==> src/rtl/pc_redirect_if.sv <==
// Fetch-stage PC redirect bus between the ID-side controller (master) and pc_redirect_unit (slave).
// EXC_REDIRECT_EN adds the exception request and EPC signals.
interface pc_redirect_if #(
  parameter int STALL_CNT_W = 16
);
  logic                   stall;
  logic                   branch_taken;
  logic [31:0]            branch_offset_shifted;
  logic [31:0]            branch_base_pc;
  logic                   jump_en;
  logic [25:0]            jump_index;
  logic [31:0]            pc;
  logic [31:0]            pc_plus4;
  logic [31:0]            ifid_pc_plus4;
  logic                   ifid_valid;
  logic                   redirect;
  logic [STALL_CNT_W-1:0] stall_cycles;
`ifdef EXC_REDIRECT_EN
  logic                   exc_req;
  logic [31:0]            epc;

  modport master (
    output stall, branch_taken, branch_offset_shifted, branch_base_pc,
           jump_en, jump_index, exc_req,
    input  pc, pc_plus4, ifid_pc_plus4, ifid_valid, redirect, stall_cycles, epc
  );
  modport slave (
    input  stall, branch_taken, branch_offset_shifted, branch_base_pc,
           jump_en, jump_index, exc_req,
    output pc, pc_plus4, ifid_pc_plus4, ifid_valid, redirect, stall_cycles, epc
  );
`else
  modport master (
    output stall, branch_taken, branch_offset_shifted, branch_base_pc,
           jump_en, jump_index,
    input  pc, pc_plus4, ifid_pc_plus4, ifid_valid, redirect, stall_cycles
  );
  modport slave (
    input  stall, branch_taken, branch_offset_shifted, branch_base_pc,
           jump_en, jump_index,
    output pc, pc_plus4, ifid_pc_plus4, ifid_valid, redirect, stall_cycles
  );
`endif
endinterface

==> src/rtl/pc_redirect_unit.sv <==
// Fetch-stage PC register and next-PC selector with IF/ID PC+4 latch, stall and flush control.
// Optional macro EXC_REDIRECT_EN adds an exception redirect to EXC_VECTOR and an EPC register.
//
// state | meaning
// RUN   | normal fetch, IF/ID advances every cycle
// HOLD  | ID hazard stall, PC and IF/ID frozen
// FLUSH | one cycle after a redirect, IF/ID holds a bubble
module pc_redirect_unit #(
  parameter logic [31:0] RESET_PC    = 32'h0000_0000,
`ifdef EXC_REDIRECT_EN
  parameter logic [31:0] EXC_VECTOR  = 32'h0000_0080,
`endif
  parameter int          STALL_CNT_W = 16
) (
  input logic          clk,
  input logic          rst_n,
  pc_redirect_if.slave bus
);

  typedef enum logic [1:0] {RUN, HOLD, FLUSH} state_t;

  state_t                 state_q, state_d;
  logic [31:0]            pc_q, pc_sel, pc_d;
  logic [31:0]            ifid_q, ifid_d;
  logic                   valid_q, valid_d;
  logic                   redirect_q;
  logic [STALL_CNT_W-1:0] stall_cnt_q;
  logic [31:0]            pc_plus4;
  logic [31:0]            branch_tgt, jump_tgt, redir_tgt;
  logic                   redir_ev;

  assign pc_plus4   = pc_q + 32'd4;
  assign branch_tgt = bus.branch_base_pc + bus.branch_offset_shifted;
  assign jump_tgt   = {bus.branch_base_pc[31:28], bus.jump_index, 2'b00};

`ifdef EXC_REDIRECT_EN
  logic [31:0] epc_q;

  assign redir_ev  = bus.exc_req | bus.jump_en | bus.branch_taken;
  assign redir_tgt = bus.exc_req ? EXC_VECTOR :
                     bus.jump_en ? jump_tgt   : branch_tgt;

  always_ff @(posedge clk or negedge rst_n) begin
    if (!rst_n) begin
      epc_q <= 32'h0;
    end else if (bus.exc_req) begin
      epc_q <= bus.branch_base_pc - 32'd4;
    end
  end

  assign bus.epc = epc_q;
`else
  assign redir_ev  = bus.jump_en | bus.branch_taken;
  assign redir_tgt = bus.jump_en ? jump_tgt : branch_tgt;
`endif

  always_comb begin
    state_d = state_q;
    pc_sel  = pc_plus4;
    ifid_d  = ifid_q;
    valid_d = valid_q;
    case (state_q)
      RUN, HOLD: begin
        if (redir_ev) begin
          state_d = FLUSH;
          pc_sel  = redir_tgt;
          valid_d = 1'b0;
        end else if (bus.stall) begin
          state_d = HOLD;
          pc_sel  = pc_q;
        end else begin
          state_d = RUN;
          ifid_d  = pc_plus4;
          valid_d = 1'b1;
        end
      end
      FLUSH: begin
        // ID holds a bubble here, so a stall request has nothing to protect
        if (redir_ev) begin
          state_d = FLUSH;
          pc_sel  = redir_tgt;
          valid_d = 1'b0;
        end else begin
          state_d = RUN;
          ifid_d  = pc_plus4;
          valid_d = 1'b1;
        end
      end
      default: begin
        state_d = RUN;
      end
    endcase
  end

  assign pc_d = pc_sel & 32'hFFFF_FFFC;

  always_ff @(posedge clk or negedge rst_n) begin
    if (!rst_n) begin
      state_q    <= RUN;
      pc_q       <= RESET_PC;
      ifid_q     <= 32'h0;
      valid_q    <= 1'b0;
      redirect_q <= 1'b0;
    end else begin
      state_q    <= state_d;
      pc_q       <= pc_d;
      ifid_q     <= ifid_d;
      valid_q    <= valid_d;
      redirect_q <= (state_d == FLUSH);
    end
  end

  always_ff @(posedge clk or negedge rst_n) begin
    if (!rst_n) begin
      stall_cnt_q <= '0;
    end else if (bus.stall && !redir_ev && (stall_cnt_q != {STALL_CNT_W{1'b1}})) begin
      stall_cnt_q <= stall_cnt_q + 1'b1;
    end
  end

  assign bus.pc            = pc_q;
  assign bus.pc_plus4      = pc_plus4;
  assign bus.ifid_pc_plus4 = ifid_q;
  assign bus.ifid_valid    = valid_q;
  assign bus.redirect      = redirect_q;
  assign bus.stall_cycles  = stall_cnt_q;

endmodule

==> src/flat_wrapper.sv <==
// flat-port wrapper written by rule: the top's interface ports become plain ports
module pc_redirect_unit_flat 
#(
  parameter logic [31:0] RESET_PC    = 32'h0000_0000,

  parameter int          STALL_CNT_W = 16
)
  (clk, rst_n, bus_stall, bus_branch_taken, bus_branch_offset_shifted, bus_branch_base_pc, bus_jump_en, bus_jump_index, bus_pc, bus_pc_plus4, bus_ifid_pc_plus4, bus_ifid_valid, bus_redirect, bus_stall_cycles);
  pc_redirect_if #(.STALL_CNT_W(STALL_CNT_W)) bus_i ();
  input logic clk;
  input logic rst_n;
  input wire logic [$bits(bus_i.stall)-1:0] bus_stall;
  input wire logic [$bits(bus_i.branch_taken)-1:0] bus_branch_taken;
  input wire logic [$bits(bus_i.branch_offset_shifted)-1:0] bus_branch_offset_shifted;
  input wire logic [$bits(bus_i.branch_base_pc)-1:0] bus_branch_base_pc;
  input wire logic [$bits(bus_i.jump_en)-1:0] bus_jump_en;
  input wire logic [$bits(bus_i.jump_index)-1:0] bus_jump_index;
  output wire logic [$bits(bus_i.pc)-1:0] bus_pc;
  output wire logic [$bits(bus_i.pc_plus4)-1:0] bus_pc_plus4;
  output wire logic [$bits(bus_i.ifid_pc_plus4)-1:0] bus_ifid_pc_plus4;
  output wire logic [$bits(bus_i.ifid_valid)-1:0] bus_ifid_valid;
  output wire logic [$bits(bus_i.redirect)-1:0] bus_redirect;
  output wire logic [$bits(bus_i.stall_cycles)-1:0] bus_stall_cycles;
  assign bus_i.stall = bus_stall;
  assign bus_i.branch_taken = bus_branch_taken;
  assign bus_i.branch_offset_shifted = bus_branch_offset_shifted;
  assign bus_i.branch_base_pc = bus_branch_base_pc;
  assign bus_i.jump_en = bus_jump_en;
  assign bus_i.jump_index = bus_jump_index;
  assign bus_pc = bus_i.pc;
  assign bus_pc_plus4 = bus_i.pc_plus4;
  assign bus_ifid_pc_plus4 = bus_i.ifid_pc_plus4;
  assign bus_ifid_valid = bus_i.ifid_valid;
  assign bus_redirect = bus_i.redirect;
  assign bus_stall_cycles = bus_i.stall_cycles;
  pc_redirect_unit #(.RESET_PC(RESET_PC), .STALL_CNT_W(STALL_CNT_W)) u_core (.clk(clk), .rst_n(rst_n), .bus(bus_i));
endmodule
==> config.mk <==
export PLATFORM = sky130hd
export DESIGN_NAME = pc_redirect_unit_flat
export DESIGN_NICKNAME = d
export VERILOG_FILES = /design/src/rtl/pc_redirect_if.sv /design/src/rtl/pc_redirect_unit.sv /design/src/flat_wrapper.sv
export SDC_FILE = /design/constraint.sdc
export NUM_CORES = 1
export LEC_CHECK = 0
export ABC_AREA = 1
export CAP_MARGIN = 15
export CORE_ASPECT_RATIO = 0.8
export CORE_UTILIZATION = 53
export DETAILED_ROUTE_END_ITERATION = 10
export GPL_ROUTABILITY_DRIVEN = 0
export PLACE_DENSITY = 0.88
export SYNTH_ARGS = -nofsm -noshare
export SYNTH_HDL_FRONTEND = slang
export SYNTH_SLANG_ARGS = --single-unit
export TNS_END_PERCENT = 1
==> constraint.sdc <==
create_clock -name clk -period 5.15 [get_ports clk]
set_input_delay 0.7725 -clock clk [delete_from_list [all_inputs] [get_ports clk]]
set_output_delay 0.7725 -clock clk [all_outputs]
set_load 0.05 [all_outputs]
=== After elaboration in Yosys (flattened, before gate mapping) ===
Index checks and enable logic that the tools add are counted.
W data, S select, Z words.

* Add/subtract/negate cells: 3
* Multiply operators: 0
* Div/mod/pow operators: 0
* Magnitude comparators: 0
* Eq/ne operators: 8
* Shift operators: 0
* Muxes and demuxes: 17
* Bitwise gates (word level): 1
* Reductions and logical operators: 8

{| class="wikitable"
|+ Operators with widths
! kind !! count
|-
| $mux W32 || 7
|-
| $pmux W32 S2 || 2
|-
| $add A32 B3 Y32 const B || 1
|-
| $add A32 B32 Y32 || 1
|-
| $add A16 B1 Y16 const B || 1
|-
| $ne A16 B16 Y1 const B || 1
|-
| $ne A2 B2 Y1 const B || 3
|-
| $eq A2 B2 Y1 const B || 2
|-
| $mux W1 || 4
|-
| $mux W2 || 2
|-
| $pmux W2 S2 || 1
|-
| $reduce_and A4 Y1 || 1
|-
| $ne A3 B2 Y1 const B || 1
|-
| $eq A2 B1 Y1 const B || 1
|-
| $logic_and A1 B1 Y1 || 2
|-
| $logic_not A2 Y1 || 1
|-
| $pmux W1 S2 || 1
|-
| $reduce_and A2 Y1 || 1
|-
| $reduce_bool A2 Y1 || 1
|-
| $reduce_or A2 Y1 || 1
|-
| $logic_not A1 Y1 || 1
|-
| $or A1 B1 Y1 || 1
|}

* Bits in registers: 82
* Bits in latches: 0
* Memory bits (writable): 0
* Bits in read-only memories: 0
* Output and inout bits: 114
* Logic and storage cells: 43
* Memories kept: 0

=== Logic depth before layout (Yosys ltp) ===
* Depth in word-level cells: 4
* Mapped depth: 16

=== Worst setup path before layout ===
No wires, ideal clock.

* Path type: reg-to-output
* From: register u_core.pc_q[2] (netlist: u_core.bus.pc[2])
* To: output port bus_pc_plus4[20]
* Data arrival time: 2.373 ns
* Setup slack: 2.005 ns
* Stages on the path, launching flop included: 8
* Path buffers: 0
* Path through: dfrtp_1 ha_1 nand3_2 inv_2 nand2_4 nor2_4 nand3_2 xor2_1

* Word-level cells in the longest chain between the ends: 1

{| class="wikitable"
|+ Ends and longest elaborated chain
! what !! RTL line !! source
|-
| start: declaration || pc_redirect_unit.sv:23 || <nowiki>logic [31:0] pc_q, pc_sel, pc_d;</nowiki>
|-
| start signal: assignment || pc_redirect_unit.sv:106 || <nowiki>pc_q <= pc_d;</nowiki>
|-
| $add A32 B3 Y32 || pc_redirect_unit.sv:32 || <nowiki>assign pc_plus4 = pc_q + 32'd4;</nowiki>
|-
| end: declaration || flat_wrapper.sv:19 || <nowiki>output wire logic [$bits(bus_i.pc_plus4)-1:0] bus_pc_plus4;</nowiki>
|}

No other way between the ends.

=== Worst setup path in the final report ===
* From: register u_core.pc_q[2] (netlist: u_core.bus.pc[2])
* To: output port bus_pc_plus4[24]

The elaborated chain is that of the path after synthesis.

==> results.json <==
{
  "swShare": 0.460,
  "clk_latency_ns": 0.35,
  "setup-violations-final": 0,
  "dp.cells": 1557,
  "hold_viol": 0,
  "rows": 37,
  "dieArea_sq_um": 14100,
  "diodes": 0,
  "nets": 1521,
  "finalCriticalPeriod_ns": 3.83,
  "postCtsHoldBufs": 0,
  "synth-adder-area-share": 0.0553,
  "final_common_cell": "nand2_1",
  "async_reset_ff_frac": 1.00,
  "worstSetupEndpointType": "output port",
  "maxCapViolCount": 0,
  "core-area_sq_um": 13100,
  "htreeDepth": 3,
  "critPathBufInv": 2,
  "cp_slowest_cell": "clkdlybuf4s50_1",
  "clockBufferDepth": 2,
  "cts_buffers": 9,
  "cpLargestDelayFamily": "buffers and inverters",
  "path_max_fanout": 7,
  "powerDensity_nw_per_um2": 330,
  "io_pins": 209,
  "slew_headroom": 0.320,
  "yosysTopAreaCell": "dfrtp_1",
  "synth_ff_type": "dfrtp_1",
  "fin_tns_setup_ns": 0,
  "synth_compound_area_frac": 0.0805,
  "gr-usage-all-layers": 0.335,
  "fin_crit_sh": 0.743,
  "dp_hpwl_um": 18100,
  "drt-initial-drc-count": 782,
  "whs_endpoint": "u_core.bus.ifid_pc_plus4[4]$_DFFE_PN0P_",
  "outcome": "completed",
  "clk_pin_slew_ns": 0.06,
  "start_util": 0.553,
  "final_cell_mix": "nand2_1, clkdlybuf4s50_1, inv_1",
  "pwr-share-clk": 0.233,
  "seq_area_frac_synth": 0.276,
  "synth_edf_count": 0,
  "cts_sinks": 80,
  "syn_area_sq_um": 7240,
  "yosysWarnings": 0,
  "grt_pass1_wl_um": 37500,
  "timing.rr.start": "u_core.state_q[1]$_DFF_PN0_",
  "synthMuxAreaShare": 0,
  "synth_top_family_by_area": "simple AND/OR/NAND/NOR gates",
  "numPortBuffers": 202,
  "antenna_found_initial": 0,
  "vias": 8344,
  "finClkSkew_ns": 0.0105,
  "postCtsSetupRepairBufs": 0,
  "hold_class": "reg -> reg",
  "cts_root_buf": "clkbuf_16",
  "cpPeakStageDelay_ns": 0.83,
  "combPwrFrac": 0.497,
  "stdcell_count": 1574,
  "grt_max_degree": 81,
  "wl_um": 23000,
  "vias_per_cell": 5.30,
  "power_frac_seq": 0.270,
  "netlist_instances": 1201,
  "critPathArrivalTime_ns": 3.05,
  "slew_violations": 0,
  "wl_per_cell_um": 14.6,
  "r2r_end": "u_core.bus.pc[10]$_DFFE_PN0N_",
  "rsz0062_at_grt": "no",
  "synth_top_area_share": 0.276,
  "worst_pin_slew_ns": 1.02,
  "hp-start": "u_core.bus.ifid_pc_plus4[4]$_DFFE_PN0P_",
  "clock.fmax_mhz": 261,
  "p_sw_w": 0.00148,
  "chipHeight_um": 107,
  "postSynthAreaPerCell_sq_um": 6.03,
  "synthXorXnorAreaFrac": 0.0384,
  "drc": 0,
  "tritoncts": "done",
  "grt_pass1_vias": 7613,
  "netlist_top_cells_area": "dfrtp_1, nand2_1, inv_1, ha_1, nand3_1",
  "cp_cell_sequence": "ha_1, nand3_2, inv_2, nand2_4, nor2_4, nand3_2, nor2_1, nand2_1, nand2_1, clkdlybuf4s50_1",
  "worst_hold_slack_ns": 0.473,
  "cp_data_required_time_ns": 4.38,
  "ys_seq_elements": 80,
  "syn_to_final_growth_pct": 34.3,
  "worstSetupPathType": "reg -> out",
  "p_leak_nw": 5.11,
  "drt_first_pass_iters": 7,
  "min_path_cells": 2,
  "ff2ff_path_depth": 9,
  "power.internal_w": 0.00174,
  "regToRegSetupSlack_ns": 2.82,
  "antenna_left": 0,
  "die_w_um": 133,
  "synthSimpleGateAreaFrac": 0.423,
  "cts-resized-gates": 0,
  "vdd_drop_max_mv": 0.277,
  "yosysUniqueCellTypes": 46,
  "drive_gt1_frac": 0.0493,
  "start_kind": "flip-flop",
  "gr-total-overflow": 0
}
==> per-layer routing <==
metal / part of all wire / track usage / up-vias
met1: 0.43 / 0.450 / 3725
met2: 0.43 / 0.531 / 480
met5: 0 / 0 / -
li1: - / - / 4088
met3: 0.11 / 0.0835 / 51
met4: 0.025 / 0.0969 / 0
==> power by group through the flow <==
stage,clock (W),combinational (W),sequential (W)
global placement,0,0.00155,0.000868
finish,0.000749,0.00160,0.000867
floorplan,0,0.000658,0.00123
global route,0.000782,0.00170,0.000879
detailed placement,0,0.00158,0.000869
CTS,0.000753,0.00159,0.000861
==> stage by stage <==
| step | area (sq um) | setup WS [ns] | total power [W] | util |
|---|---|---|---|---|
| after floorplan | 7260 | 2.00 | 0.00188 | - |
| after global placement | 9360 | 1.73 | 0.00242 | 0.715 |
| after detailed placement | 9360 | 1.67 | 0.00245 | 0.715 |
| after CTS | 9710 | 1.36 | 0.00320 | 0.741 |
| after global routing | 9730 | 1.19 | 0.00336 | 0.742 |
| final | 9730 | 1.32 | 0.00321 | 0.742 |
==> tightest hold or removal path: cells and delay by family, from the launching register on <==
family	cells	cell delay, ns
DFF	1	0.34
and+or+nand+nor	2	0.10
==> cells in the mapped netlist, types with 3 or more instances <==
master and instances:
nand4_1 12, or2_2 5, clkbuf_1 11, o21bai_1 3
nor3_1 16, nand3b_1 11, ha_1 32, nand3_1 59
or2_1 3, nor3_2 8, buf_4 7, nor2_2 3
o21ai_1 8, xor2_1 21, o22ai_1 3, o21ai_2 3
dfrtp_1 80, clkinv_1 3, nand2_1 505, inv_2 11
nor2_1 75, nand2_2 7, nor2_4 3, inv_1 187
xnor2_1 7, o21ai_0 37, a21oi_1 50, buf_2 6
and2_1 3
==> registers in the layout, indices dropped and copies added (netlist names) <==
name,count
u_core.bus.ifid_valid,1
u_core.bus.pc,30
u_core.bus.ifid_pc_plus4,30
u_core.state_q,2
u_core.bus.redirect,1
u_core.bus.stall_cycles,16
==> how the worst max path moves through the flow <==
stage,from,to,slack [ns],depth (start not counted)
final,u_core.bus.pc[2]$_DFFE_PN0N_,bus_pc_plus4[24],1.32,10
after floorplan,u_core.bus.pc[2]$_DFFE_PN0N_,bus_pc_plus4[20],2.00,7
after CTS,u_core.bus.pc[2]$_DFFE_PN0N_,bus_pc_plus4[24],1.36,10
after detailed placement,bus_jump_en,u_core.bus.pc[9]$_DFFE_PN0N_,1.67,9
after global placement,bus_jump_en,u_core.bus.pc[7]$_DFFE_PN0N_,1.73,9
after global routing,u_core.bus.pc[2]$_DFFE_PN0N_,bus_pc_plus4[24],1.19,10
==> cells by family after synthesis <==
kind of cell	Yosys count
AO/OA/AOI/OAI	109
XOR/XNOR	30
adder cells (fa/ha/maj)	32
buffers and inverters	230
flip-flops	80
other	1
AND/OR/NAND/NOR	719
==> layout make-up <==
type	instances	area (sq um)
multi-input combinational	896	4340
fill	1076	3380
timing repair buffer	206	2060
sequential	80	2000
inverter	201	754
clock buffer	9	225
tap	175	219
clock inverter	7	124
Power figures use the tool's default switching activity.
